## src/rtl/stage_mem_pkg.sv

```systemverilog
// Shared types for the memory-access stage: access size encoding and bus timeout default.
package stage_mem_pkg;

  typedef enum logic [1:0] {
    BYTE = 2'd0,
    HALF = 2'd1,
    WORD = 2'd2
  } mem_access_e;

  localparam int MEM_TIMEOUT = 16;

  // Size code 3 is undefined; it is treated as never misaligned.
  function automatic logic is_misaligned(input mem_access_e acc, input logic [1:0] lo);
    case (acc)
      HALF:    is_misaligned = lo[0];
      WORD:    is_misaligned = (lo != 2'b00);
      default: is_misaligned = 1'b0;
    endcase
  endfunction

endpackage

```

## src/rtl/stage_mem_load_store_align.sv

```systemverilog
// Combinational lane steering: byte enables and replicated store data going out,
// right-justified and sign/zero-extended load data coming back.
module load_store_align
  import stage_mem_pkg::*;
(
  input  logic [1:0]  i_addrLo,
  input  mem_access_e i_access,
  input  logic        i_unsigned,
  input  logic [31:0] i_wrData,
  input  logic [31:0] i_rdData,
  output logic [3:0]  o_byteEnable,
  output logic [31:0] o_wrData,
  output logic [31:0] o_rdData
);

  logic [31:0] rd_shift;

  assign rd_shift = i_rdData >> {i_addrLo, 3'b000};

  always_comb begin
    o_byteEnable = 4'b1111;
    o_wrData     = i_wrData;
    o_rdData     = rd_shift;
    case (i_access)
      BYTE: begin
        o_byteEnable = 4'b0001 << i_addrLo;
        o_wrData     = {4{i_wrData[7:0]}};
        o_rdData     = {{24{rd_shift[7] & ~i_unsigned}}, rd_shift[7:0]};
      end
      HALF: begin
        o_byteEnable = 4'b0011 << i_addrLo;
        o_wrData     = {2{i_wrData[15:0]}};
        o_rdData     = {{16{rd_shift[15] & ~i_unsigned}}, rd_shift[15:0]};
      end
      default: ;
    endcase
  end

endmodule

```

## src/rtl/stage_mem.sv

```systemverilog
// Memory-access pipeline stage: one outstanding bus cycle, registered result to writeback,
// misaligned accesses and bus timeouts reported instead of completing.
module stage_mem
  import stage_mem_pkg::*;
#(
  parameter int DATA_WIDTH = 32,
  parameter int REG_WIDTH  = 5,
  parameter int TIMEOUT    = MEM_TIMEOUT
) (
  input  logic                  i_clock,
  input  logic                  i_reset,
  input  logic                  i_valid,
  output logic                  o_ready,
  input  logic [DATA_WIDTH-1:0] i_result,
  input  logic [DATA_WIDTH-1:0] i_dataB,
  input  logic                  i_memRd,
  input  logic                  i_memWr,
  input  logic [1:0]            i_memAccess,
  input  logic                  i_memUnsigned,
  input  logic [REG_WIDTH-1:0]  i_regAddr,
  input  logic                  i_regWrEnable,
  output logic [DATA_WIDTH-1:0] o_memAddr,
  output logic                  o_memRdEnable,
  output logic                  o_memWrEnable,
  output logic [3:0]            o_memByteEnable,
  output logic [DATA_WIDTH-1:0] o_memWrData,
  input  logic [DATA_WIDTH-1:0] i_memRdData,
  input  logic                  i_memReady,
  output logic                  o_valid,
  output logic [DATA_WIDTH-1:0] o_result,
  output logic [REG_WIDTH-1:0]  o_regAddr,
  output logic                  o_regWrEnable,
  output logic                  o_misaligned,
  output logic                  o_busError
);

  localparam int CW = $clog2(TIMEOUT) + 1;
  localparam logic [CW-1:0] CNT_LAST = CW'(TIMEOUT - 1);

  typedef enum logic {S_IDLE, S_BUS} state_e;

  state_e                  state_q, state_d;
  logic [CW-1:0]           cnt_q, cnt_d;
  logic                    valid_q, valid_d, mis_q, mis_d, berr_q, berr_d;
  logic                    rd_en_q, rd_en_d, wr_en_q, wr_en_d;
  logic [DATA_WIDTH-1:0]   addr_q, addr_d, wdata_q, wdata_d, result_q, result_d;
  logic [3:0]              be_q, be_d;
  logic [REG_WIDTH-1:0]    reg_addr_q, reg_addr_d;
  logic                    reg_we_q, reg_we_d;
  // Request latched while the bus cycle is open; req_result_q also carries addr[1:0].
  logic [DATA_WIDTH-1:0]   req_result_q, req_result_d;
  mem_access_e             req_access_q, req_access_d;
  logic                    req_unsigned_q, req_unsigned_d, req_load_q, req_load_d;
  logic [REG_WIDTH-1:0]    req_reg_addr_q, req_reg_addr_d;
  logic                    req_reg_we_q, req_reg_we_d;

  mem_access_e in_access;
  logic        in_bus;
  logic [3:0]  al_be;
  logic [31:0] al_wdata, al_rdata;

  assign in_access = mem_access_e'(i_memAccess);
  assign in_bus    = (state_q == S_BUS);

  // The aligner serves the store side while idle and the load side while on the bus.
  load_store_align u_align (
    .i_addrLo     (in_bus ? req_result_q[1:0] : i_result[1:0]),
    .i_access     (in_bus ? req_access_q : in_access),
    .i_unsigned   (req_unsigned_q),
    .i_wrData     (i_dataB),
    .i_rdData     (i_memRdData),
    .o_byteEnable (al_be),
    .o_wrData     (al_wdata),
    .o_rdData     (al_rdata)
  );

  always_comb begin
    state_d        = state_q;
    cnt_d          = cnt_q;
    valid_d        = 1'b0;
    mis_d          = 1'b0;
    berr_d         = 1'b0;
    rd_en_d        = rd_en_q;
    wr_en_d        = wr_en_q;
    addr_d         = addr_q;
    be_d           = be_q;
    wdata_d        = wdata_q;
    result_d       = result_q;
    reg_addr_d     = reg_addr_q;
    reg_we_d       = reg_we_q;
    req_result_d   = req_result_q;
    req_access_d   = req_access_q;
    req_unsigned_d = req_unsigned_q;
    req_load_d     = req_load_q;
    req_reg_addr_d = req_reg_addr_q;
    req_reg_we_d   = req_reg_we_q;
    case (state_q)
      S_IDLE: if (i_valid) begin
        reg_addr_d = i_regAddr;
        result_d   = i_result;
        if (!(i_memRd || i_memWr)) begin
          valid_d  = 1'b1;
          reg_we_d = i_regWrEnable;
        end else if (is_misaligned(in_access, i_result[1:0])) begin
          valid_d  = 1'b1;
          mis_d    = 1'b1;
          reg_we_d = 1'b0;
        end else begin
          state_d        = S_BUS;
          cnt_d          = '0;
          rd_en_d        = i_memRd;
          wr_en_d        = i_memWr;
          addr_d         = {i_result[DATA_WIDTH-1:2], 2'b00};
          be_d           = al_be;
          wdata_d        = al_wdata;
          req_result_d   = i_result;
          req_access_d   = in_access;
          req_unsigned_d = i_memUnsigned;
          req_load_d     = i_memRd;
          req_reg_addr_d = i_regAddr;
          req_reg_we_d   = i_regWrEnable;
        end
      end
      S_BUS: begin
        if (i_memReady || cnt_q == CNT_LAST) begin
          state_d    = S_IDLE;
          rd_en_d    = 1'b0;
          wr_en_d    = 1'b0;
          valid_d    = 1'b1;
          berr_d     = !i_memReady;
          reg_addr_d = req_reg_addr_q;
          reg_we_d   = req_reg_we_q && i_memReady;
          result_d   = (req_load_q && i_memReady) ? al_rdata : req_result_q;
        end else begin
          cnt_d = cnt_q + 1'b1;
        end
      end
      default: state_d = S_IDLE;
    endcase
  end

  always_ff @(posedge i_clock) begin
    if (!i_reset) begin
      state_q        <= S_IDLE;
      cnt_q          <= '0;
      valid_q        <= 1'b0;
      mis_q          <= 1'b0;
      berr_q         <= 1'b0;
      rd_en_q        <= 1'b0;
      wr_en_q        <= 1'b0;
      addr_q         <= '0;
      be_q           <= '0;
      wdata_q        <= '0;
      result_q       <= '0;
      reg_addr_q     <= '0;
      reg_we_q       <= 1'b0;
      req_result_q   <= '0;
      req_access_q   <= BYTE;
      req_unsigned_q <= 1'b0;
      req_load_q     <= 1'b0;
      req_reg_addr_q <= '0;
      req_reg_we_q   <= 1'b0;
    end else begin
      state_q        <= state_d;
      cnt_q          <= cnt_d;
      valid_q        <= valid_d;
      mis_q          <= mis_d;
      berr_q         <= berr_d;
      rd_en_q        <= rd_en_d;
      wr_en_q        <= wr_en_d;
      addr_q         <= addr_d;
      be_q           <= be_d;
      wdata_q        <= wdata_d;
      result_q       <= result_d;
      reg_addr_q     <= reg_addr_d;
      reg_we_q       <= reg_we_d;
      req_result_q   <= req_result_d;
      req_access_q   <= req_access_d;
      req_unsigned_q <= req_unsigned_d;
      req_load_q     <= req_load_d;
      req_reg_addr_q <= req_reg_addr_d;
      req_reg_we_q   <= req_reg_we_d;
    end
  end

  assign o_ready         = i_reset && (state_q == S_IDLE);
  assign o_valid         = valid_q;
  assign o_misaligned    = mis_q;
  assign o_busError      = berr_q;
  assign o_memRdEnable   = rd_en_q;
  assign o_memWrEnable   = wr_en_q;
  assign o_memAddr       = addr_q;
  assign o_memByteEnable = be_q;
  assign o_memWrData     = wdata_q;
  assign o_result        = result_q;
  assign o_regAddr       = reg_addr_q;
  assign o_regWrEnable   = reg_we_q;

endmodule
```

## config.mk

```make
export PLATFORM = sky130hd
export DESIGN_NAME = stage_mem
export DESIGN_NICKNAME = d
export VERILOG_FILES = /design/src/rtl/stage_mem_pkg.sv /design/src/rtl/stage_mem_load_store_align.sv /design/src/rtl/stage_mem.sv
export SDC_FILE = /design/constraint.sdc
export NUM_CORES = 1
export LEC_CHECK = 0
export ABC_AREA = 0
export ABC_CLOCK_PERIOD_IN_PS = 3000
export CAP_MARGIN = 15
export CORE_ASPECT_RATIO = 1.25
export CORE_MARGIN = 1
export CORE_UTILIZATION = 47
export CTS_BUF_LIST = sky130_fd_sc_hd__clkbuf_8
export DETAILED_ROUTE_END_ITERATION = 6
export PLACE_DENSITY = 0.94
export SYNTH_ARGS = -nofsm -noshare
export SYNTH_HDL_FRONTEND = slang
export SYNTH_SLANG_ARGS = --single-unit
```

## constraint.sdc

```tcl
create_clock -name i_clock -period 3 [get_ports i_clock]
set_input_delay 0.45 -clock i_clock [delete_from_list [all_inputs] [get_ports i_clock]]
set_output_delay 0.45 -clock i_clock [all_outputs]
set_load 0.01 [all_outputs]
```

### After elaboration in Yosys (flattened, before gate mapping)

Cells that the tools add are included.

* flip-flop bits (word level): 157
* word-level logic and storage cells: 101
* input bits: 111

* equal/unequal tests: 10
* $add $sub $neg: 1
* shift-type cells: 3
* reductions and logical operators: 15
* muxes and demuxes: 45
* bitwise logic cells: 8

Operator list (count)
* one-hot mux 32 bit (2 select lines): 3
* two-way mux 32 bit: 3
* right shift 32 x 5 -> 32 bit: 1
* two-way mux 5 bit: 6
* two-way mux 1 bit: 22
* one-hot mux 5 bit (2 select lines): 2
* one-hot mux 1 bit (2 select lines): 6
* AND reduction 4 bit: 3
* inequality test 2 bit (second input constant): 4
* one-hot mux 4 bit (2 select lines): 1
* NOT 1 bit: 6
* AND reduction 3 bit: 2
* adder 5 x 1 -> 5 bit (second input constant): 1
* == test 5 x 4 -> 1 bit (second input constant): 1
* == test 2 x 1 -> 1 bit (second input constant): 2
* two-way mux 2 bit: 2
* OR reduction 4 bit: 1
* << shifter 1 x 2 -> 4 bit (first input constant): 1
* << shifter 2 x 2 -> 4 bit (first input constant): 1
* logical AND 1 bit: 3
* inequality test 3 bit (second input constant): 1
* bitwise AND 1 bit: 2
* == test 2 bit (second input constant): 1
* logical NOT 2 bit: 1
* 5 further kinds: 6

### Logic depth before layout (Yosys ltp)

Gate-level depths: netlist of run 1.

* word-level depth: 9
* depth in mapped cells: 10
* depth with buffers taken out: 8

### Hierarchy

Synthesis of run 1 repeated with hierarchy kept, for this count alone.

* cell total of the unflattened synthesis: 855
* area total of the unflattened synthesis: 7226.9 µm²

Modules (own cells, without submodules)
* stage_mem: seq. area each 2542.4 µm², cells an instance 673, instances 1, area each 5909.4 µm²
* load_store_align: seq. area each 0.0 µm², cells an instance 182, instances 1, area each 1317.5 µm²

### Worst setup path after synthesis of run 1

No wires, ideal clock.

* kind: register to register
* start: reg cnt_q[0]
* end: reg result_q[14] (netlist: o_result[14])
* stages on the path, launching flop included: 9
* setup slack: 873 ps
* path buffers: 1
* period minus slack after synthesis: 2127 ps
* data required time: 2909 ps
* data arrival time: 2036 ps
* cell sequence: dfxtp_1 ha_1 and3_1 ha_1 or3b_2 clkbuf_1 o21ai_1 a21oi_1 a311oi_1

* cells in the longest elaborated chain, start to end: 4

Ends and longest elaborated chain
* from (decl): line stage_mem.sv:43 `logic [CW-1:0] cnt_q, cnt_d;`
* from (signal assigned): line stage_mem.sv:165 `cnt_q <= cnt_d;`
* == test 5 x 4 -> 1 bit: line stage_mem.sv:125 `if (i_memReady || cnt_q == CNT_LAST) begin`
* logical OR 1 bit: line stage_mem.sv:125
* inequality test 2 x 1 -> 1 bit (no line)
* AND reduction 2 bit (no line)
* to (signal assigned): line stage_mem.sv:174 `result_q <= result_d;`
* to (decl): line stage_mem.sv:46 `logic [DATA_WIDTH-1:0] addr_q, addr_d, wdata_q, wdata_d, result_q, result_d;`

Every way passes these cells.
A chain may end at the register's enable or synchronous reset.

### Final worst setup path of run 1

* start: in i_memAccess[1]
* end: reg wdata_q[8] (netlist: o_memWrData[8])

* cells in the longest elaborated chain, start to end: 7
* elaborated cells on any way between the ends: 12
* those cells by class: eq/ne: 3; mux: 6; bitwise: 1; reduce/logical: 2

Ends and longest elaborated chain
* from (decl): line stage_mem.sv:18 `input logic [1:0] i_memAccess,`
* == test 2 bit or == test 2 x 1 -> 1 bit (tied branches): line stage_mem_pkg.sv:14 `case (acc)`
* one-hot mux 1 bit (2 select lines): line stage_mem_pkg.sv:14
* two-way mux 1 bit: line stage_mem.sv:101 `if (!(i_memRd || i_memWr)) begin`
* two-way mux 1 bit: line stage_mem.sv:98 `S_IDLE: if (i_valid) begin`
* two-way mux 1 bit: line stage_mem.sv:97 `case (state_q)`
* NOT 1 bit (no line)
* AND reduction 4 bit (no line)
* to (signal assigned): line stage_mem.sv:173 `wdata_q <= wdata_d;`
* to (decl): line stage_mem.sv:46

Several ways; a longest one is shown, not always the timed one. The select of a mux whose other input is x is not followed.

==> results of run 1 <==
## worst max-delay path: stages
cell and delay, ns:
clkdlybuf4s50_1 0.66, inv_1 0.15, ha_1 0.21, o21ai_0 0.18, a21oi_1 0.16, nor3_4 0.27
buf_4 0.37, nor2_1 0.08, a311oi_1 0.26
## final cells by class
cell class / instances / area, um^2 / area share [%]
Multi-Input combinational cell: 613 / 3390 / 37.9
Sequential cell: 127 / 2540 / 28.4
Timing Repair Buffer: 246 / 2420 / 27.1
Clock buffer: 20 / 275 / 3.07
Tap cell: 171 / 214 / 2.39
Clock inverter: 10 / 75.1 / 0.838
Inverter: 9 / 33.8 / 0.377
## flip-flops by register name, indices dropped and copies added (netlist names), 2 cells and up
| signal | count |
|---|---|
| o_regAddr | 5 |
| req_result_q | 31 |
| cnt_q | 5 |
| o_memWrData | 32 |
| o_result | 32 |
| req_access_q | 2 |
| o_memByteEnable | 4 |
| req_reg_addr_q | 5 |
## routing by layer
layer	track usage [%]	up-vias	part of all wire [%]
met2	51.3	432	48
met5	0	-	0
met3	8.37	77	10
li1	-	3280	-
met4	16.9	0	5.0
met1	34.9	3187	37
## worst min path at each step
stage | startpoint | slack, ns | end | cells after the start
floorplan | req_reg_addr_q[0] | 0.44 | req_reg_addr_q[0] | 2
global placement | req_reg_addr_q[4] | 0.44 | req_reg_addr_q[4] | 2
detailed placement | req_reg_addr_q[3] | 0.45 | req_reg_addr_q[3] | 2
CTS | req_reg_addr_q[3] | 0.46 | req_reg_addr_q[3] | 2
global route | req_reg_addr_q[3] | 0.47 | req_reg_addr_q[3] | 2
finish | o_memWrData[7] | 0.45 | o_memWrData[7] | 2
## through the flow
| stage | hold WS [ns] | util (%) |
|---|---|---|
| finish | 0.454 | 67.1 |
| global route | 0.473 | 67.1 |
| CTS | 0.458 | 67.1 |
| detailed placement | 0.448 | 64.5 |
| global placement | 0.442 | 64.5 |
| floorplan | 0.436 | - |
## Yosys cell counts, drive strengths merged, types with 2 or more instances
master / n
a31oi: 9
nor3: 6
o2111ai: 2
a22oi: 7
nand3: 23
and3: 3
o22ai: 10
o211ai: 14
xor2: 2
inv: 9
nor3b: 2
ha: 4
dfxtp: 127
mux2i: 18
a21oi: 110
clkbuf: 43
o221ai: 2
nor2: 52
o21a: 15
a311oi: 18
a211o: 3
o21ai: 63
buf: 56
mux2: 2
a211oi: 22
nand2b: 8
a221oi: 10
nand2: 192
## layout by cell type, fill, tap and decap left out, types with 4 or more instances in the layout
| master | instances |
|---|---|
| a311oi_1 | 18 |
| a221oi_1 | 10 |
| nand2_1 | 192 |
| nor2_1 | 51 |
| nor3_1 | 4 |
| clkdlybuf4s50_1 | 220 |
| a21oi_2 | 9 |
| buf_4 | 24 |
| mux2i_1 | 15 |
| nand2b_1 | 7 |
| nand3_1 | 23 |
| inv_1 | 12 |
| dfxtp_1 | 126 |
| o21a_1 | 15 |
| a211oi_1 | 19 |
| ha_1 | 4 |
| a21oi_1 | 101 |
| o22ai_1 | 9 |
| a22oi_1 | 7 |
| o211ai_1 | 14 |
| clkbuf_8 | 20 |
| a31oi_1 | 9 |
| o21ai_0 | 60 |
## cells by family after synthesis
logic type      count (synthesis)  synth area share [%]
compound gates                290                  28.4
xor+xnor                        2                 0.270
fa+ha+maj                       4                 0.772
buf+inv                       108                  8.93
flops                         127                  39.2
mux                            20                  3.63
other cells                     1                0.0578
simple gates                  295                  18.8
## power by group through the flow
stage / registers, mW / logic [mW] / clock network, mW
finish: 1.92 / 1.20 / 1.35
global route: 1.93 / 1.28 / 1.44
CTS: 1.92 / 1.19 / 1.37
detailed placement: 1.95 / 1.18 / 0
global placement: 1.95 / 1.16 / 0
floorplan: 1.98 / 0.587 / 0
==> metrics, run 1 <==
status finished clean; clock skew 0.0122 ns; mapped cell area 0.00648 mm^2; crit path max fanout 33; worst r2r src cnt_q[0]; Syn Area/Cell 7.66 um^2; Worst Path Required 3.32 ns; die footprint between 0.01 and 0.015 mm^2; Yosys Warn Count 0; WL/cell 18.3 um; Post-synth EDFFs 0; # rows 47; Cells after Synth between 800 and 900; P&R area growth vs syn 38.1%; min Tclk post-route 2.47 ns; root buffer cell clkbuf_8; Ports 223; setup TNS 0 ns; pre-CTS worst setup slack 0.138 ns; Leak 3.31 nW; Final Worst Setup Slack 0.532 ns; RSZ-0062 raised after global routing no; crit path kind in -> reg; vias in the first global route 6627; first-pass GRT wire length 34200 um; CTS tree yes; fin nets 1129; final count of hold timing violations 0; placed cells 1166; Final Non-Filler Cells 1196; chip width 107 um; clk sinks 127; sw frac 30.7%; PortBufs 220; Bufs on Longest Clock Path 2; remaining antenna violation count 0; leading area contributor after synthesis dfxtp_1; Worst Hold Class reg -> reg; design area 0.00895 mm^2; CP arrival 2.79 ns; crit path capture o_memWrData[8]; Fillers 1049; placed cell area 0.00860 mm^2; Critical Path Source i_memAccess[1]; post-DP HPWL about 16000 um; worst slew pin tran 1.06 ns; total power ~4.5 mW; via count 6976; PD cells 498 mW/mm^2; CTS-repair resized insts 0; cts bufs inserted 17; routability congestion estimate 0.874; diodes inserted 0; GRT Overall Usage 30.6%; Synth Flop Type dfxtp_1; core region area 0.0133 mm^2; setup bufs post-CTS 0; synthesized flop and latch total 127; hold_buf cts 0; highest clock rate 405 MHz; Psw between 1 and 1.5 mW; crit end category flip-flop; Avg Vias per Cell 5.83; clk_lat worst skew 0.42 ns; combinational power share 26.8%; grt total ovfl 0; FF-to-FF path depth 9; maxcap violations 0; Internal Pwr Total 3.09 mW; Crit Reg-Reg Endpoint o_regAddr[3]; drt initial violations 574; setup violators final 0; Initial Util 48.6%; top cells by area, synth dfxtp_1 39%, nand2_1 11%, a21oi_1 7.8%; first drt pass iteration count 5; Clk pwr share 30.2%; Seq/Total Area, Yosys 39.2%; H-tree depth 4; crit path launch type input pin; Sequential Power Share 43.0%; largest net degree at the start of global routing 92; clk slew on worst S/H paths 0.07 ns; VDD IR-drop max roughly 0.31 mV; async set-reset flop share out of synthesis 0%; post-synth cell types 54; share of layout cells above drive strength 1 7.80%; Die Ht 133 um; initial antenna violation count 0; post-synth top area share 39.2%; drt drc 0; final slew viol count 0; fin crit share around 80%; DRT Wirelength 21900 um; Reg2Reg Setup Slack 0.57 ns; Worst slew margin 29.5%
Power figures use the tool's default switching activity.
==> run 2, diff against run 1 <==
--- a/config.mk
+++ b/config.mk
@@ -6,14 +6,14 @@
 export NUM_CORES = 1
 export LEC_CHECK = 0
 export ABC_AREA = 0
-export ABC_CLOCK_PERIOD_IN_PS = 3000
+export ABC_CLOCK_PERIOD_IN_PS = 2100
 export CAP_MARGIN = 15
 export CORE_ASPECT_RATIO = 1.25
 export CORE_MARGIN = 1
-export CORE_UTILIZATION = 47
+export CORE_UTILIZATION = 43
 export CTS_BUF_LIST = sky130_fd_sc_hd__clkbuf_8
 export DETAILED_ROUTE_END_ITERATION = 6
-export PLACE_DENSITY = 0.94
+export PLACE_DENSITY = 0.91
 export SYNTH_ARGS = -nofsm -noshare
 export SYNTH_HDL_FRONTEND = slang
 export SYNTH_SLANG_ARGS = --single-unit
==> constraint.sdc (replaced) <==
create_clock -name i_clock -period 2.1 [get_ports i_clock]
set_input_delay 0.315 -clock i_clock [delete_from_list [all_inputs] [get_ports i_clock]]
set_output_delay 0.315 -clock i_clock [all_outputs]
set_load 0.01 [all_outputs]
==> run 2 against run 1 <==
The run now ends with DRC left. Die area rose by 9.1%. Critical path type is now reg -> out. Power up 50%. Register-to-register slack worse by 0.45 ns. Largest cell class unchanged. Core utilization decreased by 1.3 points. Hold slack worse by 0.031 ns. Sequential cell count unchanged. Critical path depth decreased by 6. Wire length is 8.2% higher. Non-clock buffer count rose by 47.
==> metrics, run 2 (same netlist as run 1, synthesis figures left out) <==
crit path max fanout 35 (+6.1%); cts bufs inserted 17 (unchanged); routability congestion estimate 0.929 (+6.3%); routed length on met1 8510 um (+4.9%); DRT Wirelength 23700 um (+8.2%); share of layout cells above drive strength 1 12.6% (+4.8 points); total power 6.70 mW (+50%); final hold slack 0.423 ns (-0.0314 ns); Leak 3.64 nW (+9.8%); design area 0.00956 mm^2 (+6.8%); fin nets 1176 (+4.2%); grt total ovfl 0 (unchanged); fin crit share a little over nine tenths; H-tree depth 4 (unchanged); # rows 49 (+4.3%); Worst Path Required 1.78 ns (-1.54 ns); core region area 0.0145 mm^2 (+8.8%); status complete, but fails checks; clk slew on worst S/H paths 0.06 ns (about the same); worst slew pin tran 0.790 ns (-0.267 ns); PD cells 700 mW/mm^2 (+41%); Ports 223 (unchanged); crit path kind reg -> out; placed cell area 0.00904 mm^2 (+5.1%); clock skew 0.0113 ns (-0.000872 ns); Worst Hold Class in -> reg; failing checks DRC; PortBufs 220 (unchanged); die footprint 0.0156 mm^2 (+9.1%); CP arrival 1.70 ns (-1.09 ns); crit end category output pin; Initial Util 44.6% (-3.9 points); remaining antenna violation count 0 (unchanged); post-DP HPWL 16900 um (+7.0%); highest clock rate about 500 MHz; CTS tree yes; final slew viol count 0 (unchanged); final count of hold timing violations 0 (unchanged); most common cell after layout, fill and taps aside clkdlybuf4s50_1; Fillers 1153 (+9.9%); via count 7395 (+6.0%); clk_lat worst skew 0.45 ns (+0.03 ns); first drt pass iteration count 7 (+2); final core occ 65.8% (-1.3 points); GRT Overall Usage 29.5% (-1.1 points); drt initial violations 815 (+42%); RSZ-0062 raised after global routing yes; met2 WL 11300 um (+7.6%); maxcap violations 0 (unchanged); largest net degree at the start of global routing 85 (-7.6%); Bufs on Longest Clock Path 2 (unchanged); P&R area growth vs syn 47.5%; initial antenna violation count 0 (unchanged); Die Ht 139 um (+4.5%); commonest non-fill, non-tap cells in the layout 220 x clkdlybuf4s50_1, 192 x nand2_1, 126 x dfxtp_1, 99 x a21oi_1, 57 x o21ai_0; root buffer cell clkbuf_8; chip width 112 um (+4.5%); Final Non-Filler Cells 1251 (+4.6%); VDD IR-drop max 0.494 mV (+57%); WL/cell 18.9 um (+3.4%); crit path launch type flip-flop; Avg Vias per Cell 5.91 (+1.3%); clk sinks 127 (unchanged); placed cells 1215 (+4.2%); uppermost layer routed met4; min Tclk post-route roughly 2.0 ns; Worst slew margin 47.1% (+18 points); first-pass GRT wire length 36000 um (+5.2%); diodes inserted 0 (unchanged); setup violators final 0 (unchanged); vias in the first global route 7034 (+6.1%); WL met3 2630 um (+20%); drt drc 18 (+18)
run 2: changes by cell type in the layout (fill, tap and decap cells not counted), sizes merged:
cell,previous run,this run
buf,26,71
clkbuf,20,22
clkinv,3,5
clkinvlp,2,0
bufinv,1,2
run 2: layout make-up:
cell class / instances / area, um^2 / share of cell area (%)
well taps: 178 / 223 / 2.33
inverters: 9 / 33.8 / 0.353
clock inverters: 11 / 100 / 1.05
repair buffers: 293 / 2950 / 30.8
flip-flops and latches: 127 / 2540 / 26.6
clock buffers: 20 / 275 / 2.88
multi-input cells: 613 / 3440 / 35.9
run 2: metal layers:
| metal | vias to the layer above | global-route usage (%) |
|---|---|---|
| met1 | 3439 | 32.4 |
| met3 | 95 | 9.71 |
| li1 | 3381 | - |
| met4 | 0 | 17.6 |
| met2 | 480 | 49.5 |
| met5 | - | 0 |
run 2: through the flow:
step                      setup WS [ns]  setup TNS (ns)
after floorplan                  0.0875               0
after CTS                       0.00765               0
after global placement           -0.500          -30.25
final                            0.0873               0
after detailed placement         -0.546          -36.71
after global routing            -0.0122         -0.0246
run 2: final timing paths:
| kind | cells after the start | start | to | slack (ns) |
|---|---|---|---|---|
| max | 3 | in_bus | o_ready | 0.09 |
| min | 3 | i_memUnsigned | req_unsigned_q | 0.42 |
| max reg2reg | 10 | cnt_q[1] | o_result[5] | 0.12 |
| min reg2reg | 2 | o_memWrData[7] | o_memWrData[7] | 0.45 |
run 2: worst max-delay path, stage by stage, from the launching register on:
cell and delay (ns):
dfxtp_2 0.38, buf_8 0.20, nor2_2 0.14, clkdlybuf4s50_1 0.54
run 2: power breakdown:
| part | internal (mW) | switching, mW | leakage [nW] |
|---|---|---|---|
| Combinational | 0.960 | 0.963 | 2.38 |
| Sequential | 2.61 | 0.131 | 1.05 |
| Clock | 1.11 | 0.921 | 0.213 |
| Total | 4.68 | 2.02 | 3.64 |
run 2: timing repair:
item	4_1_cts	5_1_grt
cloned	0	2
pin swaps	1	1
endpoints found under the setup margin	17	80
hold buffers	0	0
resized for setup	1	18
buffers inserted	2	1
